<file path="src/rtl/mem_copy_dma_if.sv">
// Memory-side bus between the copy engine (master) and a single-cycle 16-bit memory (slave).
interface mem_copy_dma_if;
   logic        mem_enable;
   logic        mem_wr;
   logic [15:0] mem_addr;
   logic [15:0] mem_wdata;
   logic [15:0] mem_rdata;
   logic        mem_createdump;

   modport master (
      output mem_enable,
      output mem_wr,
      output mem_addr,
      output mem_wdata,
      output mem_createdump,
      input  mem_rdata
   );

   modport slave (
      input  mem_enable,
      input  mem_wr,
      input  mem_addr,
      input  mem_wdata,
      input  mem_createdump,
      output mem_rdata
   );
endinterface

</file>
<file path="src/rtl/mem_copy_dma.sv">
// Forward word-by-word memory copy engine: one READ then one WRITE per word,
// with an optional one-cycle memory dump before the completion pulse.
module mem_copy_dma (
   input  logic                  clk,
   input  logic                  rst,
   input  logic                  start,
   input  logic [15:0]           src_addr,
   input  logic [15:0]           dst_addr,
   input  logic [15:0]           len,
   input  logic                  dump_req,
   output logic                  busy,
   output logic                  done,
   mem_copy_dma_if.master        mem
);

   typedef enum logic [2:0] {IDLE, READ, WRITE, DUMP, DONE} state_t;

   state_t      state;
   logic [15:0] src_q;
   logic [15:0] dst_q;
   logic [15:0] len_q;
   logic        dump_q;
   logic [15:0] idx_q;
   logic [15:0] data_q;
   logic [16:0] idx_inc;

   assign idx_inc       = {1'b0, idx_q} + 17'd1;
   assign mem.mem_wdata = data_q;

   // Memory outputs are registered: each transition loads the values the next state drives.
   always_ff @(posedge clk or negedge rst) begin
      if (!rst) begin
         state              <= IDLE;
         src_q              <= '0;
         dst_q              <= '0;
         len_q              <= '0;
         dump_q             <= 1'b0;
         idx_q              <= '0;
         data_q             <= '0;
         busy               <= 1'b0;
         done               <= 1'b0;
         mem.mem_enable     <= 1'b0;
         mem.mem_wr         <= 1'b0;
         mem.mem_addr       <= '0;
         mem.mem_createdump <= 1'b0;
      end else begin
         case (state)
            IDLE: begin
               if (start) begin
                  src_q  <= src_addr;
                  dst_q  <= dst_addr;
                  len_q  <= len;
                  dump_q <= dump_req;
                  idx_q  <= '0;
                  if (len != 16'd0) begin
                     state          <= READ;
                     busy           <= 1'b1;
                     mem.mem_enable <= 1'b1;
                     mem.mem_wr     <= 1'b0;
                     mem.mem_addr   <= src_addr;
                  end else begin
                     state <= DONE;
                     done  <= 1'b1;
                  end
               end
            end
            READ: begin
               state        <= WRITE;
               data_q       <= mem.mem_rdata;
               mem.mem_wr   <= 1'b1;
               mem.mem_addr <= dst_q + idx_q;
            end
            WRITE: begin
               idx_q      <= idx_inc[15:0];
               data_q     <= '0;
               mem.mem_wr <= 1'b0;
               if (idx_inc < {1'b0, len_q}) begin
                  state        <= READ;
                  mem.mem_addr <= src_q + idx_inc[15:0];
               end else begin
                  mem.mem_enable <= 1'b0;
                  mem.mem_addr   <= '0;
                  if (dump_q) begin
                     state              <= DUMP;
                     mem.mem_createdump <= 1'b1;
                  end else begin
                     state <= DONE;
                     busy  <= 1'b0;
                     done  <= 1'b1;
                  end
               end
            end
            DUMP: begin
               state              <= DONE;
               mem.mem_createdump <= 1'b0;
               busy               <= 1'b0;
               done               <= 1'b1;
            end
            DONE: begin
               state <= IDLE;
               done  <= 1'b0;
            end
            default: begin
               state              <= IDLE;
               busy               <= 1'b0;
               done               <= 1'b0;
               mem.mem_enable     <= 1'b0;
               mem.mem_wr         <= 1'b0;
               mem.mem_addr       <= '0;
               mem.mem_createdump <= 1'b0;
               data_q             <= '0;
            end
         endcase
      end
   end

endmodule

</file>
<file path="src/flat_wrapper.sv">
// flat-port wrapper written by rule: the top's interface ports become plain ports
module mem_copy_dma_flat 
  (clk, rst, start, src_addr, dst_addr, len, dump_req, busy, done, mem_mem_enable, mem_mem_wr, mem_mem_addr, mem_mem_wdata, mem_mem_createdump, mem_mem_rdata);
  mem_copy_dma_if mem_i ();
  input  logic clk;
  input  logic rst;
  input  logic start;
  input  logic [15:0] src_addr;
  input  logic [15:0] dst_addr;
  input  logic [15:0] len;
  input  logic dump_req;
  output logic busy;
  output logic done;
  output wire logic [$bits(mem_i.mem_enable)-1:0] mem_mem_enable;
  output wire logic [$bits(mem_i.mem_wr)-1:0] mem_mem_wr;
  output wire logic [$bits(mem_i.mem_addr)-1:0] mem_mem_addr;
  output wire logic [$bits(mem_i.mem_wdata)-1:0] mem_mem_wdata;
  output wire logic [$bits(mem_i.mem_createdump)-1:0] mem_mem_createdump;
  input wire logic [$bits(mem_i.mem_rdata)-1:0] mem_mem_rdata;
  assign mem_mem_enable = mem_i.mem_enable;
  assign mem_mem_wr = mem_i.mem_wr;
  assign mem_mem_addr = mem_i.mem_addr;
  assign mem_mem_wdata = mem_i.mem_wdata;
  assign mem_mem_createdump = mem_i.mem_createdump;
  assign mem_i.mem_rdata = mem_mem_rdata;
  mem_copy_dma u_core (.clk(clk), .rst(rst), .start(start), .src_addr(src_addr), .dst_addr(dst_addr), .len(len), .dump_req(dump_req), .busy(busy), .done(done), .mem(mem_i));
endmodule
</file>
<file path="config.mk">
export PLATFORM = sky130hd
export DESIGN_NAME = mem_copy_dma_flat
export DESIGN_NICKNAME = d
export VERILOG_FILES = /design/src/rtl/mem_copy_dma_if.sv /design/src/rtl/mem_copy_dma.sv /design/src/flat_wrapper.sv
export SDC_FILE = /design/constraint.sdc
export NUM_CORES = 1
export LEC_CHECK = 0
export BUFFER_PORTS_ARGS = -buffer_cell sky130_fd_sc_hd__buf_2
export CELL_PAD_IN_SITES_DETAIL_PLACEMENT = 2
export CELL_PAD_IN_SITES_GLOBAL_PLACEMENT = 2
export CORE_ASPECT_RATIO = 1.4
export CORE_MARGIN = 2
export CORE_UTILIZATION = 37
export CTS_BUF_LIST = sky130_fd_sc_hd__clkbuf_8 sky130_fd_sc_hd__clkbuf_16
export DETAILED_ROUTE_END_ITERATION = 10
export PLACE_DENSITY = 0.86
export SLEW_MARGIN = 30
export SYNTH_ARGS = -nofsm -noshare
export SYNTH_HDL_FRONTEND = slang
export SYNTH_SLANG_ARGS = --single-unit
</file>
<file path="constraint.sdc">
create_clock -name clk -period 6.8 [get_ports clk]
set_clock_uncertainty 0.2 [all_clocks]
set_input_delay 1.36 -clock clk [delete_from_list [all_inputs] [get_ports clk]]
set_output_delay 1.36 -clock clk [all_outputs]
set_load 0.03 [all_outputs]
</file>
==> flow_metrics.tcl, run 1 <==
set metrics [dict create \
    avgSynthCellArea_sq_um 8.89 \
    critPathMaxFanout 6 \
    cts_setup_buffers 0 \
    routed_wl_microns 22600 \
    vias 5769 \
    vdd_ir_drop_max_v 0.000179 \
    dieHeight_microns 159 \
    crit_slowest_cell "nor4_1" \
    first_iter_violations 198 \
    rsz0062_at_grt "false" \
    ys_seq_area_frac 0.413 \
    yosysTopAreaCellShare 0.413 \
    clockBufferDepth 2 \
    routed_via_density 5.68 \
    ctsHtreeMaxLevel 3 \
    critPathKind "flop to flop" \
    synth_cell_types 72 \
    antenna_cells 0 \
    post-route-period-util 0.630 \
    holdBufCountCts 0 \
    core_sq_um 16800 \
    synth_mux_area_frac 0.00786 \
    wl_per_cell_microns 22.2 \
    slew-limit-headroom 0.362 \
    first_pass_iters 5 \
    end_kind "flop" \
    yosys.area_share.simple 0.214 \
    yosys_warnings 0 \
    yosys_most_used_dff "dfrtp_1" \
    tightestPinTransition_ns 0.948 \
    power.static_leakage_uw 0.00369 \
    cp-start-kind "flop" \
    cp.arrival_ns 4.38 \
    grt_pass1_vias 6678 \
    die-area_sq_um 18300 \
    antenna_left 0 \
    final-instance-count-excl-fill 1016 \
    synth_area_sq_um 6370 \
    slowest_delay_ns 0.84 \
    drc 0 \
    crit_chain "ha_1, nand4_1, nor2_1, nand2_1, xnor2_1, ha_1, nand3_1, nor4_1, nor2_1, or2_1, a22oi_1, o21ai_1, a21oi_1" \
    hpwl_microns 16700 \
    routabilityCongestion 0.878 \
    powerDensity_nw_per_um2 447 \
    final_nets 924 \
    clock.fmax_mhz 233 \
    io_pins 105 \
    setup_violations 0 \
    cts_root_buf "clkbuf_16" \
    grtUsageTotal 0.257 \
    crit_buf_inv 0 \
    synth_top_family_by_area "simple AND/OR/NAND/NOR gates" \
    synthXorXnorAreaFrac 0.0493 \
    tns_ns 0 \
    syn-num-nets 832 \
    drv_slew 0 \
    synth_compound_area_frac 0.177 \
    hold_class "flop to flop" \
    layout_min_cycle_time_ns 4.28 \
    cp_data_required_time_ns 6.90 \
    dp_cells 1000 \
    crit_family "simple AND/OR/NAND/NOR gates" \
    synth_area_leader_cell "dfrtp_1" \
    drive_above_1_share 0.185 \
    drv_cap 0 \
    clkLatencyLatePin_ns 0.38 \
    synth-seq-cells 105 \
    cts.sinks 105 \
    portBuffers 104 \
    synth.area.top_cells "dfrtp_1 41%, nand2_1 11%, ha_1 9.0%" \
    synthArstFlopShare 1.00 \
    grt_max_degree 66 \
    cts_resized 0 \
    synth_edf_count 0 \
    hold_viol 0 \
    die_w_microns 115 \
    cts_buffers 9 \
    rows 56 \
    cts_tree "done" \
    cts.clk_slew.worst_paths_ns 0.08 \
    overflow 0 \
    synth_fa_ha_area_frac 0.0967 \
    run_status "complete, no violations" \
    grt_pass1_wl_microns 36400 \
    initial_core_util 0.379 \
    grt_antenna_before_repair 0 \
    netlist_instances 716 \
    syn_to_final_growth_pct 15.2 \
]
==> cells in the final DEF, fill, tap and decap left out, drive strengths merged, types with 6 or more instances in the layout <==
cell,count
a211oi,8
a21o,7
a21oi,26
a221oi,7
a22o,18
and2,6
buf,109
clkbuf,9
dfrtp,105
ha,46
inv,34
nand2,183
nand3,24
nand4,7
nor2,38
nor3,12
nor4,7
o21ai,55
or2,6
xnor2,25
xor2,10
==> final timing paths <==
kind	end	startpoint	slack, ns	cells after the start
worst min-delay path	u_core.mem.mem_addr[5]$_DFFE_PN0P_	u_core.mem.mem_addr[5]$_DFFE_PN0P_	0.29	2
worst max-delay path	u_core.done$_DFFE_PN0P_	u_core.idx_q[1]$_DFFE_PN0P_	2.52	13
max in group asynchronous	u_core.src_q[11]$_DFFE_PN0P_	rst	4.38	2
min in group asynchronous	u_core.len_q[1]$_DFFE_PN0P_	rst	0.81	1
worst max register to register	u_core.done$_DFFE_PN0P_	u_core.idx_q[1]$_DFFE_PN0P_	2.52	13
worst min register to register	u_core.mem.mem_addr[5]$_DFFE_PN0P_	u_core.mem.mem_addr[5]$_DFFE_PN0P_	0.29	2
==> routing by layer <==
metal | track usage | vias to the layer above | part of all wire
met3 | 0.0346 | 53 | 0.023
met1 | 0.271 | 2912 | 0.36
met2 | 0.487 | 122 | 0.57
met4 | 0.128 | 0 | 0.045
met5 | 0 | - | 0
li1 | - | 2682 | -
==> power by group <==
part           switching, uW  internal (uW)
clock                    273            255
combinational           1100            569
sequential               207            870
==> worst reg2reg max path: cells and delay by family, from the launching register on <==
kind / cells / cell delay [ns]
simple gates: 7 / 2.11
flops: 1 / 0.51
fa+ha+maj: 2 / 0.66
xor+xnor: 1 / 0.20
compound gates: 3 / 0.54
==> cells in the mapped netlist (all sizes together) (5+ instances only) <==
library cell / number
a211oi: 8
a21o: 7
a21oi: 26
a221oi: 7
a22o: 18
and2: 6
buf: 6
clkbuf: 20
dfrtp: 105
ha: 46
inv: 30
mux2i: 5
nand2: 183
nand3: 24
nand4: 7
nor2: 38
nor2b: 5
nor3: 12
nor4: 7
o211ai: 5
o21ai: 55
or2: 6
xnor2: 25
xor2: 10
==> metrics by stage <==
step	power, uW	cell area (sq um)	setup slack, ns	util	hold slack, ns
3_3_place_gp	2630	7030	2.38	0.418	0.268
4_1_cts	3310	7330	2.53	0.436	0.290
2_1_floorplan	2190	6370	3.66	-	0.238
3_5_place_dp	2740	7050	2.62	0.419	0.277
6_report	3280	7330	2.52	0.436	0.286
5_1_grt	3520	7330	2.14	0.436	0.313
==> area by class of cell <==
class                           count  area (sq um)
Timing Repair Buffer              109           561
Sequential cell                   105          2630
Fill cell                        1872          9480
Tap cell                          203           254
Clock inverter                      7          60.1
Clock buffer                        9           225
Inverter                           30           113
Multi-Input combinational cell    553          3490
==> sequential cells by signal, summed over array words and instances (netlist names), 3 cells and up <==
signal	count
u_core.state	3
u_core.idx_q	16
u_core.mem.mem_addr	16
u_core.len_q	16
u_core.dst_q	16
u_core.mem.mem_wdata	16
u_core.src_q	16
==> cell families after synthesis <==
logic type | Yosys count
xor gates and xnor gates | 35
adders and majority gates | 48
buffers and inverters | 58
muxes | 5
AOI/OAI and AO/OA | 160
DFF | 105
and+or+nand+nor | 305
(Power assumes the default switching activity.)
==> run 2: changes to the inputs <==
ABC_AREA = 1   (was default)
CORE_UTILIZATION = 30   (was 37)
PLACE_DENSITY = 0.78   (was 0.86)
clock period = 3.8 ns   (was 6.8 ns; I/O delays follow)
==> run 2 against run 1 <==
Worst hold slack worse by 0.027 ns. Non-clock buffer count is 4 higher. Register-to-register slack worse by 2.0 ns. Sequential cell count is the same. Critical path type unchanged. Critical endpoint is now u_core.mem.mem_addr[1]$_DFFE_PN0P_. Largest power group unchanged.
==> flow_metrics.tcl, run 2 <==
set metrics [dict create \
    power.static_leakage_uw 0.00422 \
    vdd_ir_drop_max_v 0.000307 \
    ys_seq_area_frac 0.393 \
    core_sq_um 21900 \
    final_common_cell "nand2_1" \
    synth-seq-cells 105 \
    rsz0062_at_grt "false" \
    holdBufCountCts 0 \
    grtUsageTotal 0.213 \
    antenna_cells 0 \
    final_cell_mix "273 x nand2_1, 105 x dfrtp_1, 103 x buf_2, 98 x inv_1, 60 x o21ai_0" \
    yosys_most_used_dff "dfrtp_1" \
    critPathKind "flop to flop" \
    netSwitchingFraction 0.475 \
    first_pass_iters 4 \
    antenna_left 0 \
    hpwl_microns 18600 \
    routabilityCongestion 0.828 \
    portBuffers 104 \
    p_comb_frac 0.517 \
    syn_to_final_growth_pct 18.2 \
    drv_slew 0 \
    cp_data_required_time_ns 3.91 \
    clockBufferDepth 2 \
    grt_pass1_vias 7110 \
    cp-start-kind "flop" \
    synth_cell_types 39 \
    syn-num-nets 984 \
    dieHeight_microns 181 \
    clkLatencyLatePin_ns 0.37 \
    hold_viol 0 \
    post-route-period-util 0.874 \
    grt_antenna_before_repair 0 \
    wl_per_cell_microns 18.4 \
    final_nets 1089 \
    initial_core_util 0.306 \
    grt_max_degree 106 \
    p_sw_uw 2870 \
    slew-limit-headroom 0.586 \
    seq_power_share 0.314 \
    yosysMostFrequentCell "nand2_1" \
    yosysTopAreaCellShare 0.393 \
    tns_ns 0 \
    use_met2 0.403 \
    cts.sinks 105 \
    layout_min_cycle_time_ns 3.32 \
    tightestPinTransition_ns 0.621 \
    avgSynthCellArea_sq_um 7.71 \
    vias 6238 \
    setup_violations 0 \
    synth_area_sq_um 6690 \
    grt_pass1_wl_microns 38400 \
    grt.met3_usage 0.0264 \
    critPathMaxFanout 9 \
    end_kind "flop" \
    rows 64 \
    cts_buffers 9 \
    grt_busiest_layer "met2" \
    drv_cap 0 \
    overflow 0 \
    run_status "complete, no violations" \
    first_iter_violations 163 \
    netlist_instances 868 \
    clock.fmax_mhz 301 \
    holdWs_ns 0.259 \
    drc 0 \
    routed_via_density 4.89 \
    yosys_warnings 0 \
    hold_class "input pin to async pin" \
    synth_area_leader_cell "dfrtp_1" \
    clockPowerShare 0.169 \
    cts_root_buf "clkbuf_16" \
    synthTopCellsByCount "273 x nand2_1, 105 x dfrtp_1, 98 x inv_1" \
    die_w_microns 130 \
    cp.arrival_ns 3.43 \
    p_int_uw 3170 \
    synth_edf_count 0 \
    grt_use_met1 0.243 \
    cts.clk_slew.worst_paths_ns 0.08 \
    drive_above_1_share 0.192 \
    synthArstFlopShare 1.00 \
    synth.area.top_cells "dfrtp_1 39%, nand2_1 15%, ha_1 8.6%" \
    routed_wl_microns 23500 \
    ctsHtreeMaxLevel 3 \
    io_pins 105 \
    die-area_sq_um 23500 \
    powerDensity_nw_per_um2 764 \
    cts_tree "done" \
]
-- run 2: final timing paths --
| kind | startpoint | to | slack, ns | cells after the start |
|---|---|---|---|---|
| setup / recovery | u_core.idx_q[1]$_DFFE_PN0P_ | u_core.mem.mem_addr[1]$_DFFE_PN0P_ | 0.48 | 16 |
| hold / removal | rst | u_core.idx_q[15]$_DFFE_PN0P_ | 0.26 | 2 |
| setup reg to reg | u_core.idx_q[1]$_DFFE_PN0P_ | u_core.mem.mem_addr[1]$_DFFE_PN0P_ | 0.48 | 16 |
| hold reg to reg | u_core.mem.mem_wr$_DFFE_PN0P_ | u_core.mem.mem_wr$_DFFE_PN0P_ | 0.28 | 2 |
| max in group asynchronous | rst | u_core.mem.mem_addr[5]$_DFFE_PN0P_ | 2.67 | 2 |
| min in group clk | u_core.mem.mem_wr$_DFFE_PN0P_ | u_core.mem.mem_wr$_DFFE_PN0P_ | 0.28 | 2 |
-- run 2: cells by family after synthesis --
| logic type | Yosys count | share of synthesized area |
|---|---|---|
| xor+xnor | 19 | 0.0249 |
| simple gates | 422 | 0.268 |
| flops | 105 | 0.393 |
| mux | 33 | 0.0555 |
| compound gates | 120 | 0.0959 |
| buf+inv | 121 | 0.0709 |
| fa+ha+maj | 48 | 0.0920 |
-- run 2: layer usage --
metal / share of wire / wire [microns]
met1: 0.40 / 9370
met2: 0.56 / 13100
met3: 0.018 / 413
met4: 0.025 / 593
met5: 0 / 0
-- run 2: critical path: stages (launching register included) --
cell,delay (ns)
dfrtp_1,0.46
ha_1,0.24
nand2_2,0.10
nor2_4,0.12
nand3_1,0.12
nor2_1,0.14
xor2_1,0.34
ha_1,0.32
nand2_1,0.08
nand2_1,0.04
a21oi_1,0.11
o21ai_1,0.07
nor2_1,0.20
nand3_2,0.29
nor2_1,0.22
o21ai_0,0.10
nand2_1,0.10
-- run 2: repair_timing --
item | 4_1_cts | 5_1_grt
setup buffers | 0 | 1
endpoints found under the setup margin | 0 | 11
resized for setup | 0 | 1
-- run 2: power by group through the flow --
stage | Sequential, uW | Clock (uW) | Combinational, uW
after floorplan | 2100 | 0 | 1880
after global placement | 1910 | 0 | 3050
after detailed placement | 1920 | 0 | 3150
after CTS | 1910 | 1050 | 3170
after global routing | 1960 | 1080 | 3540
final | 1900 | 1020 | 3120
-- run 2: area by class of cell --
cell class              instances  area [sq um]
clock buffers                  10           239
clock inverters                 6          72.6
fillers                      2596         14000
inverters                     102           383
multi-input cells             642          3600
flip-flops and latches        105          2630
well taps                     297           372
repair buffers                113           616
-- run 2: per-stage QoR --
step / utilization / cells / total power (uW) / worst slack, ns / area (sq um)
after global routing: 0.362 / 1275 / 6580 / 0.132 / 7910
after global placement: 0.346 / 1258 / 4950 / 0.287 / 7570
final: 0.362 / 1275 / 6040 / 0.478 / 7910
after floorplan: - / 868 / 3980 / 1.04 / 6690
after detailed placement: 0.346 / 1258 / 5080 / 0.203 / 7570
after CTS: 0.360 / 1274 / 6130 / 0.184 / 7880
==> run 3: changes to the inputs <==
ABC_AREA = default   (was 1)
BUFFER_PORTS_ARGS = -buffer_cell sky130_fd_sc_hd__clkbuf_2   (was -buffer_cell sky130_fd_sc_hd__buf_2)
CORE_UTILIZATION = 31   (was 30)
PLACE_DENSITY = 0.77   (was 0.78)
==> run 3 against run 2 <==
Register-to-register slack worse by 0.25 ns. First-iteration DRC count rose by 58%. Die area shrank 7.7%. Non-clock buffer count grew 22. Count of clock-buffer cells in the layout shrank 1. Global-route usage is 1.1 points lower. Largest cell class unchanged. Sequential share of layout area increased by 0.82 points. Worst hold slack lost 0.10 ns. Setup slack lost 0.25 ns. Core utilization increased by 1.8 points. Fmax shrank 7.0%. Total power decreased by 0.75%.
==> flow_metrics.tcl, run 3 (synthesized netlist as in run 1, its figures left out) <==
set metrics [dict create \
    cts_tree "done" \
    ctsHtreeMaxLevel 3 \
    cts_buffers 9 \
    grt_use_met1 0.224 \
    die_w_microns 125 \
    cp-start-kind "flop" \
    first_iter_violations 257 \
    clockBufferDepth 2 \
    run_status "complete, no violations" \
    end_kind "flop" \
    holdBufCountCts 0 \
    routed_via_density 5.27 \
    io_pins 105 \
    vias 5766 \
    dieHeight_microns 174 \
    grt_max_degree 52 \
    slew-limit-headroom 0.473 \
    routed_wl_microns 21700 \
    use_met2 0.390 \
    die-area_sq_um 21700 \
    setup_violations 0 \
    first_pass_iters 5 \
    antenna_left 0 \
    final_common_cell "nand2_1" \
    grt_pass1_vias 6479 \
    hold_viol 0 \
    rows 62 \
    initial_core_util 0.313 \
    final_cell_mix "182 x nand2_1, 104 x dfrtp_1, 103 x clkbuf_2, 45 x ha_1, 43 x o21ai_0" \
    tns_ns 0 \
    antenna_cells 0 \
    portBuffers 104 \
    critPathMaxFanout 5 \
    critPathKind "flop to flop" \
    clock.fmax_mhz 280 \
    grt_antenna_before_repair 0 \
    clkLatencyLatePin_ns 0.36 \
    cts.clk_slew.worst_paths_ns 0.08 \
    powerDensity_nw_per_um2 777 \
    hold_class "input pin to async pin" \
    drv_cap 0 \
    vdd_ir_drop_max_v 0.000244 \
    drive_above_1_share 0.230 \
    routabilityCongestion 0.844 \
    cts_setup_buffers 0 \
    drc 0 \
    cp.arrival_ns 3.66 \
    overflow 0 \
    power.static_leakage_uw 0.00390 \
    cts_root_buf "clkbuf_16" \
    layout_min_cycle_time_ns 3.57 \
    grt.met3_usage 0.0222 \
    tightestPinTransition_ns 0.790 \
    holdWs_ns 0.154 \
    fin_ws_ns 0.226 \
    post-route-period-util 0.940 \
    cp_data_required_time_ns 3.89 \
    drv_slew 0 \
    grt_pass1_wl_microns 34900 \
    core_sq_um 20300 \
    n_fill_cell 2312 \
    grtUsageTotal 0.202 \
    final_util 0.380 \
    final_nets 950 \
    hpwl_microns 16400 \
    regToRegSetupSlack_ns 0.23 \
    syn_to_final_growth_pct 21.3 \
    dp_cells 1079 \
    dpl_worst_slack_ns 0.122 \
    wl_per_cell_microns 19.8 \
    grt_busiest_layer "met2" \
    final-instance-count-excl-fill 1095 \
    cts.sinks 105 \
]
-- run 3: worst max-delay path, stage by stage, from the launching register on --
cell and delay (ns):
dfrtp_1 0.36, ha_2 0.23, nand4_1 0.21, or2_4 0.33
xnor2_2 0.14, ha_1 0.33, a211oi_1 0.27, o211ai_1 0.13
a41oi_1 0.22, nor4_1 0.08, buf_4 0.16, nor2_2 0.16
nand2_2 0.16, nor3_2 0.25, a221oi_1 0.09, o21ai_1 0.17
-- run 3: repair_timing --
item                       CTS  global route
gates resized for setup      2            18
gates cloned                 0             0
pin swaps                    0             1
setup endpoints to repair    1            12
-- run 3: path summary, 6_finish.rpt --
path / start / to / cells after the start
max: u_core.idx_q[1]$_DFFE_PN0P_ / u_core.mem.mem_addr[3]$_DFFE_PN0P_ / 15
min: rst / u_core.mem.mem_wdata[4]$_DFFE_PN0N_ / 1
max reg2reg: u_core.idx_q[1]$_DFFE_PN0P_ / u_core.mem.mem_addr[3]$_DFFE_PN0P_ / 15
min reg2reg: u_core.dst_q[0]$_DFFE_PN0P_ / u_core.dst_q[0]$_DFFE_PN0P_ / 2
max in group asynchronous: rst / u_core.idx_q[2]$_DFFE_PN0P_ / 2
min in group clk: u_core.dst_q[0]$_DFFE_PN0P_ / u_core.dst_q[0]$_DFFE_PN0P_ / 2
-- run 3: layer usage --
metal  up-vias  share of wire
met5         -              0
met4         0          0.027
met3        30          0.021
met2        87           0.56
met1      2917           0.39
li1       2732              -
-- run 3: stage by stage --
step / area (sq um) / power [uW]
final: 7720 / 6000
after detailed placement: 7320 / 5000
after CTS: 7630 / 6060
after global routing: 7720 / 6490
after floorplan: 6370 / 3910
after global placement: 7310 / 4860
-- run 3: final cells by class --
class | instances | area, sq um | share of cell area
multi-input combinational | 553 | 3570 | 0.462
timing repair buffer | 135 | 781 | 0.101
clock inverter | 7 | 85.1 | 0.0110
inverter | 30 | 113 | 0.0146
sequential | 105 | 2630 | 0.341
clock buffer | 9 | 225 | 0.0292
tap | 256 | 320 | 0.0415
-- run 3: report_power, final --
| group | total [uW] | switching [uW] | internal [uW] |
|---|---|---|---|
| Sequential | 1890 | 329 | 1560 |
| Clock | 1000 | 478 | 525 |
| Combinational | 3110 | 1990 | 1110 |
| Total | 6000 | 2800 | 3200 |
